[src/rtl/bram_line_streamer.sv]
// bram_line_streamer
//   Streams a contiguous range of lines out of a registered-read line RAM.
//   Each LINE_W line is split into LINE_W/BEAT_W beats on a valid/ready
//   stream, least-significant beat first. Reads are issued ahead into a
//   2-entry line buffer so the stream runs at one beat per cycle when the
//   sink never stalls, and no data is lost when it does.
//
// Ports
//   clk, rstn   clock, asynchronous active-low reset
//   start       command strobe (only honoured in IDLE)
//   base_addr   first line address of the command
//   num_lines   number of lines, 0..2^ADDR_W
//   busy        command in progress (RUN state)
//   done        one-cycle completion pulse
//   ram_addr    RAM read address (RAM registers it; data one cycle later)
//   ram_dout    RAM read data
//   m_data      output beat
//   m_valid     output beat valid
//   m_ready     sink ready
//   m_last      final beat of the command
module bram_line_streamer #(
    parameter int ADDR_W = 10,
    parameter int LINE_W = 256,
    parameter int BEAT_W = 64
) (
    input  logic              clk,
    input  logic              rstn,
    input  logic              start,
    input  logic [ADDR_W-1:0] base_addr,
    input  logic [ADDR_W:0]   num_lines,
    output logic              busy,
    output logic              done,
    output logic [ADDR_W-1:0] ram_addr,
    input  logic [LINE_W-1:0] ram_dout,
    output logic [BEAT_W-1:0] m_data,
    output logic              m_valid,
    input  logic              m_ready,
    output logic              m_last
);

    localparam int BEATS = LINE_W / BEAT_W;
    localparam int KW    = (BEATS > 1) ? $clog2(BEATS) : 1;
    localparam int CNT_W = ADDR_W + 1;

    typedef enum logic [1:0] {IDLE, RUN, FLUSH} state_t;

    state_t state, state_nxt;

    logic [ADDR_W-1:0] base_q;
    logic [ADDR_W-1:0] addr_q;
    logic [CNT_W-1:0]  num_q;
    logic [CNT_W-1:0]  issued;
    logic [CNT_W-1:0]  popped;
    logic              inflight;

    logic [LINE_W-1:0] fifo_mem [2];
    logic              wr_ptr;
    logic              rd_ptr;
    logic [1:0]        fifo_count;
    logic [KW-1:0]     beat_idx;

    logic [BEATS-1:0][BEAT_W-1:0] head_beats;

    logic start_ok;
    logic issue;
    logic push;
    logic hs;
    logic pop;
    logic beat_end;
    logic last_line;

    assign start_ok = (state == IDLE) && start;

    // A read is only issued when a buffer slot is guaranteed free for its
    // data, counting the line already in flight. The capture of ram_dout is
    // then unconditional and can never overflow the buffer.
    assign issue = (state == RUN) && (issued < num_q) &&
                   ((fifo_count + {1'b0, inflight}) < 2'd2);

    assign push     = inflight;
    assign m_valid  = (fifo_count != 2'd0);
    assign hs       = m_valid && m_ready;
    assign beat_end = (beat_idx == KW'(BEATS - 1));
    assign pop      = hs && beat_end;

    // Head line is the popped-th line of the command.
    assign last_line = (popped == (num_q - CNT_W'(1)));
    assign m_last    = m_valid && beat_end && last_line;

    assign head_beats = fifo_mem[rd_ptr];
    // Gated so the stale head slot does not leak onto m_data when idle.
    assign m_data     = m_valid ? head_beats[beat_idx] : '0;

    // Address is presented combinationally in the issuing cycle so the RAM
    // registers it at that edge; otherwise the last issued address is held.
    assign ram_addr = issue ? (base_q + issued[ADDR_W-1:0]) : addr_q;

    // ---------------- FSM ----------------
    always_ff @(posedge clk or negedge rstn) begin
        if (!rstn) state <= IDLE;
        else       state <= state_nxt;
    end

    always_comb begin
        state_nxt = state;
        busy      = 1'b0;
        done      = 1'b0;
        case (state)
            IDLE: begin
                if (start) state_nxt = (num_lines == '0) ? FLUSH : RUN;
            end
            RUN: begin
                busy = 1'b1;
                if (hs && m_last) state_nxt = FLUSH;
            end
            FLUSH: begin
                done      = 1'b1;
                state_nxt = IDLE;
            end
            default: state_nxt = IDLE;
        endcase
    end

    // ---------------- command / issue / buffer control ----------------
    always_ff @(posedge clk or negedge rstn) begin
        if (!rstn) begin
            base_q     <= '0;
            num_q      <= '0;
            addr_q     <= '0;
            issued     <= '0;
            popped     <= '0;
            inflight   <= 1'b0;
            wr_ptr     <= 1'b0;
            rd_ptr     <= 1'b0;
            fifo_count <= 2'd0;
            beat_idx   <= '0;
        end else if (start_ok) begin
            base_q     <= base_addr;
            num_q      <= num_lines;
            issued     <= '0;
            popped     <= '0;
            inflight   <= 1'b0;
            wr_ptr     <= 1'b0;
            rd_ptr     <= 1'b0;
            fifo_count <= 2'd0;
            beat_idx   <= '0;
        end else begin
            inflight <= issue;
            if (issue) begin
                issued <= issued + CNT_W'(1);
                addr_q <= ram_addr;
            end
            if (push) wr_ptr <= ~wr_ptr;
            if (hs)   beat_idx <= beat_idx + KW'(1);
            if (pop) begin
                rd_ptr <= ~rd_ptr;
                popped <= popped + CNT_W'(1);
            end
            case ({push, pop})
                2'b10:   fifo_count <= fifo_count + 2'd1;
                2'b01:   fifo_count <= fifo_count - 2'd1;
                default: fifo_count <= fifo_count;
            endcase
        end
    end

    // Line storage needs no reset: nothing reads a slot before it is written.
    always_ff @(posedge clk) begin
        if (push) fifo_mem[wr_ptr] <= ram_dout;
    end

endmodule

[config.mk]
export PLATFORM = sky130hd
export DESIGN_NAME = bram_line_streamer
export DESIGN_NICKNAME = d
export VERILOG_FILES = /design/src/rtl/bram_line_streamer.sv
export SDC_FILE = /design/constraint.sdc
export NUM_CORES = 1
export LEC_CHECK = 0
export CAP_MARGIN = 10
export CORE_MARGIN = 4
export CORE_UTILIZATION = 55
export CTS_CLUSTER_SIZE = 14
export DETAILED_ROUTE_END_ITERATION = 8
export HOLD_SLACK_MARGIN = 0.15
export PLACE_DENSITY = 0.84
export SETUP_SLACK_MARGIN = 0.15
export SYNTH_ARGS = -nofsm -noshare
export SYNTH_HDL_FRONTEND = slang
export SYNTH_SLANG_ARGS = --single-unit
[constraint.sdc]
create_clock -name clk -period 21.6 [get_ports clk]
set_clock_uncertainty 0.05 [all_clocks]
set_input_delay 6.48 -clock clk [delete_from_list [all_inputs] [get_ports clk]]
set_output_delay 6.48 -clock clk [all_outputs]
set_load 0.01 [all_outputs]
### Yosys cells after proc, flatten, opt, wreduce, memory -nomap -nowiden

Memories as Yosys holds them, arrays and structs flattened.
Cells that the tools add are included.

* RAM bits: 512
* bits in registers: 62
* word-level logic and storage cells: 77
* memories kept: 1
* input bits: 281

* multiplexer cells: 25
* add/sub/neg operators: 8
* bitwise operators: 3
* reduce and logical (&&, ||, !) cells: 18
* equal/unequal tests: 8
* order comparisons: 3

Memory list
* fifo_mem: words 2, width 256, read ports 1, clocked after Yosys merged registers in 0, write ports 1, RTL line 56 `logic [LINE_W-1:0] fifo_mem [2];`

Operator list (count)
* $bmux W64 S2: 1
* $mux W64: 2
* $mux W11: 4
* $add A11 B1 Y11 const B: 2
* $mux W2: 6
* $eq A11 B11 Y1: 1
* $logic_not A11 Y1: 1
* $lt A11 B11 Y1: 1
* $sub A11 B1 Y11 const B: 1
* $add A10 B10 Y10: 1
* $mux W10: 1
* $reduce_bool A2 Y1: 5
* $mux W1: 9
* $logic_and A1 B1 Y1: 8
* $pmux W2 S2: 2
* $eq A2 B2 Y1 const B: 3
* $add A2 B1 Y2 const B: 2
* $eq A2 B1 Y1 const B: 2
* $reduce_and A2 Y1: 2
* $lt A2 B3 Y1 const B: 1
* $not A1 Y1: 3
* $reduce_bool A3 Y1: 1
* $add A2 B1 Y2: 1
* $logic_not A2 Y1: 1
* other kinds (4): 4

### Depth between registers and ports, before layout

Gate-level depths: netlist of run 1.

* depth in word-level cells: 6
* depth in mapped cells: 11
* depth with buffers taken out: 9

### Worst setup path before layout of run 1

OpenSTA, ideal clock, no wires.

* kind: reg-to-reg
* start point: register wr_ptr
* end point: memory fifo_mem[0][0], enable pin
* data required time: 20.642 ns
* cell stages (with the launch flop): 2
* clock period less this slack: 12.638 ns
* arrival time: 11.680 ns
* path slack: 8.962 ns
* path through: dfrtp_1 -> nor2b_1

RTL lines
* from (decl): RTL line 57 `logic wr_ptr;`
* from (signal assigned): RTL line 153 `if (push) wr_ptr <= ~wr_ptr;`
* to (decl): RTL line 56

Straight into the memory's write port.

### Worst setup path after layout of run 1

* start point: register rd_ptr
* end point: output m_data[44]

* word-level cells in the longest chain between the ends: 4

RTL lines
* from (decl): RTL line 58 `logic rd_ptr;`
* from (signal assigned): RTL line 156 `rd_ptr <= ~rd_ptr;`
* $mem_v2 Z2 W256
* $bmux W64 S2: RTL line 92 `assign m_data = m_valid ? head_beats[beat_idx] : '0;`
* $mux W64 (not written as such): RTL line 92
* $mux W64: RTL line 92
* to (decl): RTL line 35 `output logic [BEAT_W-1:0] m_data,`

No other way between the ends. The select of a mux whose other input is x is not followed.

==> metrics.md, run 1 <==
| Metric | Value |
|---|---|
| Startpoint Class | flip-flop |
| # setup viols final | 0 |
| Worst-Skew Late Latency | around 600 ps |
| Pre-CTS setup slack | 11600 ps |
| Status | finished clean |
| Cts hold-fix bufs | 0 |
| Vias/cell | 5.91 |
| Total track usage | 24.3% |
| # H-tree levels | 2 |
| Switching share of total power | 31.5% |
| NumNets Final | 1905 |
| Largest net degree at the start of global routing | 86 |
| Via Count | 12900 |
| Crit-path max FO | 44 |
| GR Overflow Total | 0 |
| Post-Syn Instances | between 1000 and 1500 |
| Peak Freq | roughly 94 MHz |
| Static Leak | 10.0 nW |
| Worst hold path class | reg -> reg |
| Synth area leaders | edfxtp_1 67%, mux4_2 13%, dfrtp_1 6.8% |
| Clk buf depth | 3 |
| Initial antenna violation count | 21 |
| Ys async rst share | between 10% and 20% |
| PostCTS Resize Cnt | 0 |
| Sequential fraction of the synthesis area | between 70% and 80% |
| Most common cell in the netlist | edfxtp_1 |
| Slew headroom | 23.8% |
| Share of the synthesized area in the top cell type | 66.9% |
| Clk pwr share | 22.1% |
| CTS tree | yes |
| Hold EP | addr_q[7] |
| Final WS setup | 11000 ps |
| IO Count | approximately 360 |
| Cell Area, Synth | around 23000 um2 |
| Max Cap Viol | 0 |
| Ys Warns | 0 |
| RSZ-0062 raised after global routing | false |
| Synth cell count leaders | 512 x edfxtp_1, 128 x mux4_2, 89 x nor2_1 |
| CP required | between 15000 and 20000 ps |
| Post-DR wirelength/cell | 25.1 um |
| Register area | 16900 um2 |
| Max-slew violations | 0 |
| R2R cell count | 3 |
| Clock-pin slew on the worst setup and hold paths | ~60 ps |
| Hold Fails Final Rpt | 0 |
| Setup CP Type | reg -> out |
| Fill cells | 2529 |
| IO Port Bufs | 358 |
| Setup Total Neg Slack | 0 ps |
| Die ar. | 45100 um2 |
| Share of layout cells above drive strength 1 | 14.3% |
| DRC | 0 |
| Min cycle time layout | 10600 ps |
| Worst Max-Slew Pin Slew | 1140 ps |
| Post-route ant nets | 0 |
| Post-CTS Setup Inserts | 0 |
| Combinational share of power | 35.6% |
| Num CTS Buffers | 57 |
| Internal | 2.92 mW |
| Hold path cells | 2 |
| Routability Congestion | 0.830 |
| P_sw | 1.34 mW |
| Clock sink count | between 500 and 600 |
| Largest area contributor in the netlist | edfxtp_1 |
| Total Power | 4.26 mW |
| Crit. End Element | primary output |
| Synth Flop Type | edfxtp_1 |
| Crit share post-route | 49.1% |
| WL final | 54900 um |
| Post-Syn Nets | 1530 |
| Clock Tree Root | clkbuf_16 |
| Initial Utilization | 56.0% |
| Starting DRT DRC Count | about 1000 |
| Die width | 212 um |
| Die Span Y | 212 um |
| Detailed placement HPWL | 35300 um |
| Global-route wire length before repair | 82200 um |
| Hold Startpoint | addr_q[7] |
| Post-synthesis register bit count | 574 |
| Multi-input gate area | 5770 um2 |
| Total iterations of the first detailed-routing run | 5 |
| Core area | 41000 um2 |
| Worst IR Drop VDD | 134 uV |
| Area Growth Syn to Fin | 26.0% |
| Synth cell types | between 50 and 60 |
| FF-to-FF End | fifo_mem[0][102] |
| Syn_area_per_cell | 18.8 um2 |
| Vias in the first global route | 14000 |
| R2r setup slk | 18010 ps |
| Row count | 74 |
| Critical Path AT | 4070 ps |
| Post-synth EDFFs | 512 |
| PwrDens | ~150 nW/um2 |
| CP Launch Point | rd_ptr |
| Sequential Power Share | 42.4% |
| FF-to-FF Start | inflight |
[cells by family (layout without fill, tap and decap cells)]
family	count (synthesis)	count (layout)	share of synthesized area (%)
and+or+nand+nor	228	228	4.42
DFF	574	574	73.7
other	0	12	0
xor gates and xnor gates	34	34	1.30
AOI/OAI and AO/OA	92	92	2.51
adders and majority gates	24	24	1.34
muxes	195	195	15.5
buffers and inverters	78	494	1.28
[worst max-delay path by stage]
stage / endpoint / slack (ps) / cells past startpoint
detailed placement: m_data[44] / 11600 / 5
floorplan: fifo_mem[0][0] / 8960 / 1
finish: m_data[44] / 11000 / 5
global placement: m_data[44] / 11600 / 5
global route: m_data[44] / 10690 / 5
CTS: m_data[44] / 10880 / 5
[layout by cell type, fill, tap and decap left out, types with 17 or more instances in the layout]
cell | netlist | final
inv_1 | 21 | 21
edfxtp_1 | 512 | 512
nand2_1 | 74 | 74
nor2_1 | 89 | 88
mux2i_1 | 65 | 65
clkbuf_16 | 0 | 58
mux4_2 | 128 | 128
dfrtp_1 | 62 | 59
xor2_1 | 17 | 17
o21ai_0 | 42 | 42
clkdlybuf4s50_1 | 0 | 357
xnor2_1 | 17 | 17
ha_1 | 23 | 23
[power by group through the flow]
stage	combinational, mW	sequential (mW)	clock, mW
after detailed placement	1.51	1.82	0
after floorplan	0.945	1.85	0
after global routing	1.62	1.84	1.01
final	1.52	1.81	0.941
after CTS	1.53	1.81	0.958
after global placement	1.49	1.79	0
[metrics by stage]
stage	hold WS, ps	utilization, %	cell area, um2	instances
3_3_place_gp	401	66.2	27100	2073
2_1_floorplan	387	-	23000	1225
5_1_grt	447	70.5	28900	2178
6_report	420	70.6	28900	2185
3_5_place_dp	410	66.2	27100	2073
4_1_cts	424	70.5	28900	2173
[worst max-delay path: stages (launching register included)]
cell             delay [ps]
dfrtp_4                1000
buf_4                   850
mux4_2                  640
mux2i_1                 270
nor2_1                   90
clkdlybuf4s50_1         550
[layer usage]
metal | global-route usage [%] | vias up | wire (um)
met5 | 0 | - | 157
met4 | 8.37 | 26 | 1600
met3 | 7.08 | 124 | 4940
met2 | 41.8 | 521 | 28500
met1 | 29.8 | 6598 | 19700
li1 | - | 5644 | -
[state kept, by name, summed over array words and instances (netlist names)]
signal	cells
fifo_mem	512
fifo_count	2
rd_ptr	1
popped	11
wr_ptr	1
addr_q	10
num_q	11
inflight	1
state	2
beat_idx	2
base_q	10
issued	11
[area by class of cell]
| type | count | share of cell area (%) |
|---|---|---|
| Antenna cell | 12 | 0.104 |
| Clock buffer | 70 | 5.17 |
| Clock inverter | 30 | 0.925 |
| Inverter | 21 | 0.272 |
| Multi-Input combinational cell | 573 | 20.0 |
| Sequential cell | 574 | 58.5 |
| Tap cell | 532 | 2.30 |
| Timing Repair Buffer | 373 | 12.8 |
No activity file was read; power rests on OpenSTA's default activity.
==> inputs of run 2 (changes only) <==
--- a/config.mk
+++ b/config.mk
@@ -7,11 +7,11 @@
 export LEC_CHECK = 0
 export CAP_MARGIN = 10
 export CORE_MARGIN = 4
-export CORE_UTILIZATION = 55
+export CORE_UTILIZATION = 54
 export CTS_CLUSTER_SIZE = 14
 export DETAILED_ROUTE_END_ITERATION = 8
 export HOLD_SLACK_MARGIN = 0.15
-export PLACE_DENSITY = 0.84
+export PLACE_DENSITY = 0.83
 export SETUP_SLACK_MARGIN = 0.15
 export SYNTH_ARGS = -nofsm -noshare
 export SYNTH_HDL_FRONTEND = slang
==> constraint.sdc (replaced) <==
create_clock -name clk -period 10.55 [get_ports clk]
set_clock_uncertainty 0.05 [all_clocks]
set_input_delay 3.165 -clock clk [delete_from_list [all_inputs] [get_ports clk]]
set_output_delay 3.165 -clock clk [all_outputs]
set_load 0.01 [all_outputs]
==> metrics.md, run 2 (synthesis gave the netlist of run 1 again) <==
| Metric | Value |
|---|---|
| Status | finished clean (unchanged) |
| WL final | 54300 um (was 54900 um) |
| DRC | 0 (unchanged) |
| Most frequent cells in the layout | 512 x edfxtp_1, 357 x clkdlybuf4s50_1, 128 x mux4_2 (unchanged) |
| Clock Tree Root | clkbuf_16 (unchanged) |
| Die width | 214 um (was 212 um) |
| Critical Path AT | 3980 ps (was 4070 ps) |
| Num CTS Buffers | 57 (unchanged) |
| Worst hold path class | reg -> reg (unchanged) |
| # H-tree levels | 2 (unchanged) |
| Via Count | 12800 (was 12900) |
| Startpoint Class | flip-flop (unchanged) |
| Area Growth Syn to Fin | 26.4% (was 26.0%) |
| Max FFs per register | 512 (unchanged) |
| Fin util | 69.1% (was 70.6%) |
| Static Leak | 10.0 nW (about the same) |
| Vias/cell | 5.82 (was 5.91) |
| Slew headroom | 24.0% (was 23.8%) |
| Total Power | 8.75 mW (was 4.26 mW) |
| Routability Congestion | 0.874 (was 0.830) |
| Crit-path max FO | 68 (was 44) |
| # setup viols final | 0 (unchanged) |
| Initial Utilization | 54.6% (was 56.0%) |
| Hold Fails Final Rpt | 0 (unchanged) |
| Global-route wire length before repair | 83300 um (was 82200 um) |
| IO Port Bufs | 358 (unchanged) |
| Max-slew violations | 0 (unchanged) |
| Row count | 75 (was 74) |
| CTS tree | yes (unchanged) |
| IO Count | 359 (unchanged) |
| Die Span Y | 214 um (was 212 um) |
| Detailed placement HPWL | 34700 um (was 35300 um) |
| Clock-pin slew on the worst setup and hold paths | 60 ps (about the same) |
| Biggest register | fifo_mem (unchanged) |
| Die ar. | 45900 um2 (was 45100 um2) |
| Commonest non-fill, non-tap cell in the layout | edfxtp_1 (unchanged) |
| Crit. End Element | primary output (unchanged) |
| PostCTS Resize Cnt | 0 (unchanged) |
| Starting DRT DRC Count | 966 (was 1048) |
| GR Overflow Total | 0 (unchanged) |
| Setup CP Type | reg -> out (unchanged) |
| Max Cap Viol | 0 (unchanged) |
| Crit share post-route | 68.2% |
| Total track usage | 23.7% (was 24.3%) |
| Post-CTS Setup Inserts | 0 (unchanged) |
| PwrDens | 301 nW/um2 (was 147 nW/um2) |
| Post-route ant nets | 0 (unchanged) |
| Cts hold-fix bufs | 0 (unchanged) |
| Worst-Skew Late Latency | 610 ps (was 600 ps) |
| Worst Max-Slew Pin Slew | 1140 ps (about the same) |
| RSZ-0062 raised after global routing | false (unchanged) |
| Initial antenna violation count | 26 (was 21) |
| Worst IR Drop VDD | 256 uV (was 134 uV) |
| Core area | 42000 um2 (was 41000 um2) |
| Post-DR wirelength/cell | 24.7 um (was 25.1 um) |
| Largest net degree at the start of global routing | 119 (was 86) |
| Placed Cells | 2079 (was 2073) |
| Vias in the first global route | 14100 (was 14000) |
| Total iterations of the first detailed-routing run | 5 (unchanged) |
| Peak Freq | 139 MHz |
| Min Hold Slack | 417 ps (was 420 ps) |
| CP required | 7340 ps (was 15070 ps) |
| Setup Total Neg Slack | 0 ps (unchanged) |
| Share of layout cells above drive strength 1 | 14.6% (was 14.3%) |
| Min cycle time layout | slightly above 7000 ps |
| NumNets Final | 1904 (was 1905) |
| Clk buf depth | 3 (unchanged) |
| Post-route insts no fill | 2199 (was 2185) |
| Clock sink count | 574 (unchanged) |
-- run 2: area by class of cell --
| type | count | area, um2 |
|---|---|---|
| timing repair buffer | 372 | 3700 |
| antenna | 14 | 35.0 |
| multi-input combinational | 573 | 5770 |
| clock buffer | 67 | 1480 |
| sequential | 574 | 16900 |
| fill | 2640 | 13000 |
| clock inverter | 39 | 352 |
| tap | 539 | 674 |
| inverter | 21 | 78.8 |
-- run 2: per-stage QoR --
stage / setup slack (ps) / area, um2
after floorplan: 2920 / 23000
after global placement: 4020 / 27200
after detailed placement: 4030 / 27200
after CTS: 3310 / 29000
after global routing: 3210 / 29000
final: 3360 / 29000
-- run 2: worst paths after layout --
check | from | endpoint | slack, ps | depth (start not counted)
worst max-delay path | beat_idx[0] | m_data[4] | 3360 | 5
worst min-delay path | addr_q[3] | addr_q[3] | 420 | 2
worst max register to register | inflight | fifo_mem[1][226] | 7330 | 3
worst min register to register | addr_q[3] | addr_q[3] | 420 | 2
max in group asynchronous | rstn | rd_ptr | 7160 | 2
min in group asynchronous | rstn | num_q[8] | 2680 | 2
-- run 2: where the power goes --
| part | switching [mW] | internal [mW] | leakage (nW) |
|---|---|---|---|
| clock network | 0.864 | 1.11 | 0.881 |
| registers | 0.300 | 3.35 | 5.52 |
| logic | 1.59 | 1.53 | 3.63 |
| total | 2.76 | 5.99 | 10.0 |
-- run 2: routing by layer --
| layer | global-route usage, % | share of wire, % | routed length, um | vias to the layer above |
|---|---|---|---|---|
| met1 | 28.6 | 37 | 19800 | 6502 |
| met2 | 40.7 | 52 | 28000 | 496 |
| met5 | 0 | 0.28 | 152 | - |
| li1 | - | - | - | 5649 |
| met3 | 7.50 | 8.6 | 4650 | 128 |
| met4 | 8.32 | 3.1 | 1690 | 24 |
-- run 2: critical path, cell delays in order, from the launching register on --
cell and delay [ps]:
dfrtp_4 1030, buf_4 880, mux4_2 360, mux2i_1 70, nor2_1 260, clkdlybuf4s50_1 590
==> inputs of run 3 (changes only) <==
==> constraint.sdc (replaced) <==
create_clock -name clk -period 7.12 [get_ports clk]
set_clock_uncertainty 0.05 [all_clocks]
set_input_delay 2.136 -clock clk [delete_from_list [all_inputs] [get_ports clk]]
set_output_delay 2.136 -clock clk [all_outputs]
set_load 0.01 [all_outputs]
==> metrics.md, run 3 (synthesis gave the netlist of run 1 again) <==
| Metric | Value |
|---|---|
| FF-to-FF Start | inflight (unchanged) |
| Die ar. | 45900 um2 (unchanged) |
| Register area | 16900 um2 (unchanged) |
| PwrDens | 443 nW/um2 (was 301 nW/um2) |
| GR Overflow Total | 0 (unchanged) |
| P_sw | 3.99 mW (was 2.76 mW) |
| # setup viols final | 0 (unchanged) |
| IO Port Bufs | 358 (unchanged) |
| WL final | 53400 um (was 54300 um) |
| Crit share post-route | 80.7% |
| Worst IR Drop VDD | 351 uV (was 256 uV) |
| Hold Fails Final Rpt | 0 (unchanged) |
| DRC | 0 (unchanged) |
| Global-route wire length before repair | 80900 um (was 83300 um) |
| Clk pwr share | 21.1% (was 22.6%) |
| Total track usage | 23.1% (was 23.7%) |
| CP Depth | 5 (unchanged) |
| FF-to-FF End | fifo_mem[0][189] (was fifo_mem[1][226]) |
| Detailed placement HPWL | 34700 um (about the same) |
| Row count | 75 (unchanged) |
| Sequential Power Share | 42.9% (was 41.7%) |
| Crit path to | m_data[6] (was m_data[4]) |
| Critical Path AT | 3560 ps (was 3980 ps) |
| Multi-input gate area | 5770 um2 (unchanged) |
| Fill cells | 2603 (was 2640) |
| Starting DRT DRC Count | 1124 (was 966) |
| PostCTS Resize Cnt | 0 (unchanged) |
| Max FFs per register | 512 (unchanged) |
| Max stage delay on crit path | 1040 ps (was 1030 ps) |
| Initial Utilization | 54.6% (unchanged) |
| Cts hold-fix bufs | 0 (unchanged) |
| Worst Max-Slew Pin Slew | 1080 ps (was 1140 ps) |
| Max Cap Viol | 0 (unchanged) |
| Cell Area, Placed | 27200 um2 (about the same) |
| IO Count | 359 (unchanged) |
| Commonest non-fill, non-tap cell in the layout | edfxtp_1 (unchanged) |
| Max-slew violations | 0 (unchanged) |
| Setup CP Type | reg -> out (unchanged) |
| Largest net degree at the start of global routing | 137 (was 119) |
| Post-DR wirelength/cell | 24.4 um (was 24.7 um) |
| Crit. End Element | primary output (unchanged) |
| Worst-Skew Late Latency | 580 ps (was 610 ps) |
| Min Hold Slack | 423 ps (was 417 ps) |
| CTS tree | yes (unchanged) |
| Post-CTS Setup Inserts | 0 (unchanged) |
| Critical path's slowest cell | dfrtp_4 (unchanged) |
| Switching share of total power | 31.2% (was 31.5%) |
| Status | finished clean (unchanged) |
| R2R cell count | 3 (unchanged) |
| CP Launch Point | rd_ptr (was beat_idx[0]) |
| Routability Congestion | 0.815 (was 0.874) |
| Peak Freq | 174 MHz |
| Clock-pin slew on the worst setup and hold paths | 60 ps (about the same) |
| CP required | 4930 ps (was 7340 ps) |
| Share of layout cells above drive strength 1 | 13.7% (was 14.6%) |
| Worst hold path class | reg -> reg (unchanged) |
| Vias in the first global route | 13600 (was 14100) |
| Most frequent cells in the layout | 512 x edfxtp_1, 357 x clkdlybuf4s50_1, 128 x mux4_2 (unchanged) |
| Setup Total Neg Slack | 0 ps (unchanged) |
| Post-route ant nets | 0 (unchanged) |
| Crit path max-delay family | flip-flops (was buffers and inverters) |
| Combinational share of power | 36.0% (was 35.7%) |
| Area Growth Syn to Fin | 25.8% (was 26.4%) |
| RSZ-0062 raised after global routing | false (unchanged) |
| Core area | 42000 um2 (unchanged) |
| Crit-path max FO | 45 (was 68) |
| Total iterations of the first detailed-routing run | 6 (was 5) |
| Clock sink count | 574 (unchanged) |
| # H-tree levels | 2 (unchanged) |
| NumNets Final | 1904 (unchanged) |
| Die Span Y | 214 um (unchanged) |
| Slew headroom | 28.3% (was 24.0%) |
| Startpoint Class | flip-flop (unchanged) |
| Clock Tree Root | clkbuf_16 (unchanged) |
| Design Area, Final | 28900 um2 (was 29000 um2) |
| R2r setup slk | 4050 ps (was 7330 ps) |
| Clk buf depth | 3 (unchanged) |
| Min cycle time layout | 5740 ps |
| Sequence of cells on the critical path | buf_4 -> mux4_2 -> mux2i_1 -> nor2_1 -> clkdlybuf4s50_1 (unchanged) |
| Static Leak | 9.99 nW (was 10.0 nW) |
| Crit path buffers/inverters | 2 (unchanged) |
| Vias/cell | 5.85 (was 5.82) |
| Die width | 214 um (unchanged) |
| Num CTS Buffers | 54 (was 57) |
| Via Count | 12800 (about the same) |
| Initial antenna violation count | 20 (was 26) |
| Biggest register | fifo_mem (unchanged) |
| Internal | 8.81 mW (was 5.99 mW) |
run 3: power groups by stage:
stage / Sequential [mW] / Clock, mW / Combinational [mW]
finish: 5.49 / 2.71 / 4.60
global route: 5.60 / 2.92 / 4.93
floorplan: 5.42 / 0 / 2.87
detailed placement: 5.56 / 0 / 4.61
global placement: 5.46 / 0 / 4.53
CTS: 5.51 / 2.77 / 4.68
run 3: worst min path at each step:
| stage | to | slack (ps) | cells past startpoint | from |
|---|---|---|---|---|
| 2_1_floorplan | addr_q[9] | 390 | 2 | addr_q[9] |
| 3_3_place_gp | addr_q[3] | 400 | 2 | addr_q[3] |
| 3_5_place_dp | addr_q[3] | 410 | 2 | addr_q[3] |
| 4_1_cts | addr_q[2] | 420 | 2 | addr_q[2] |
| 5_1_grt | addr_q[2] | 450 | 2 | addr_q[2] |
| 6_report | addr_q[2] | 420 | 2 | addr_q[2] |
run 3: per-stage QoR:
step	total power, mW	utilization, %	worst slack [ps]	instances
floorplan	8.29	-	156	1225
detailed placement	10.2	64.8	1910	2082
CTS	13.0	68.7	1230	2177
finish	12.8	68.8	1380	2188
global route	13.5	68.7	1130	2184
global placement	9.99	64.8	1910	2082
run 3: final cells by class:
cell class / count / area share, %
diodes: 11 / 0.0952
clock buffers: 73 / 5.14
clock inverters: 22 / 0.593
inverters: 21 / 0.273
multi-input cells: 573 / 20.0
flip-flops and latches: 574 / 58.6
well taps: 539 / 2.33
repair buffers: 375 / 13.0
run 3: layer usage:
layer	wire (um)	vias up	global-route usage, %	share of wire (%)
li1	-	5632	-	-
met1	19300	6449	28.2	36
met2	27400	576	39.5	51
met3	4870	121	7.07	9.1
met4	1710	16	7.97	3.2
met5	128	-	0	0.24
run 3: worst reg2reg max path, delay by kind of cell (launching register included):
family	cells	cell delay, ps
buffers and inverters	2	1330
flip-flops	1	470
AND/OR/NAND/NOR	1	800
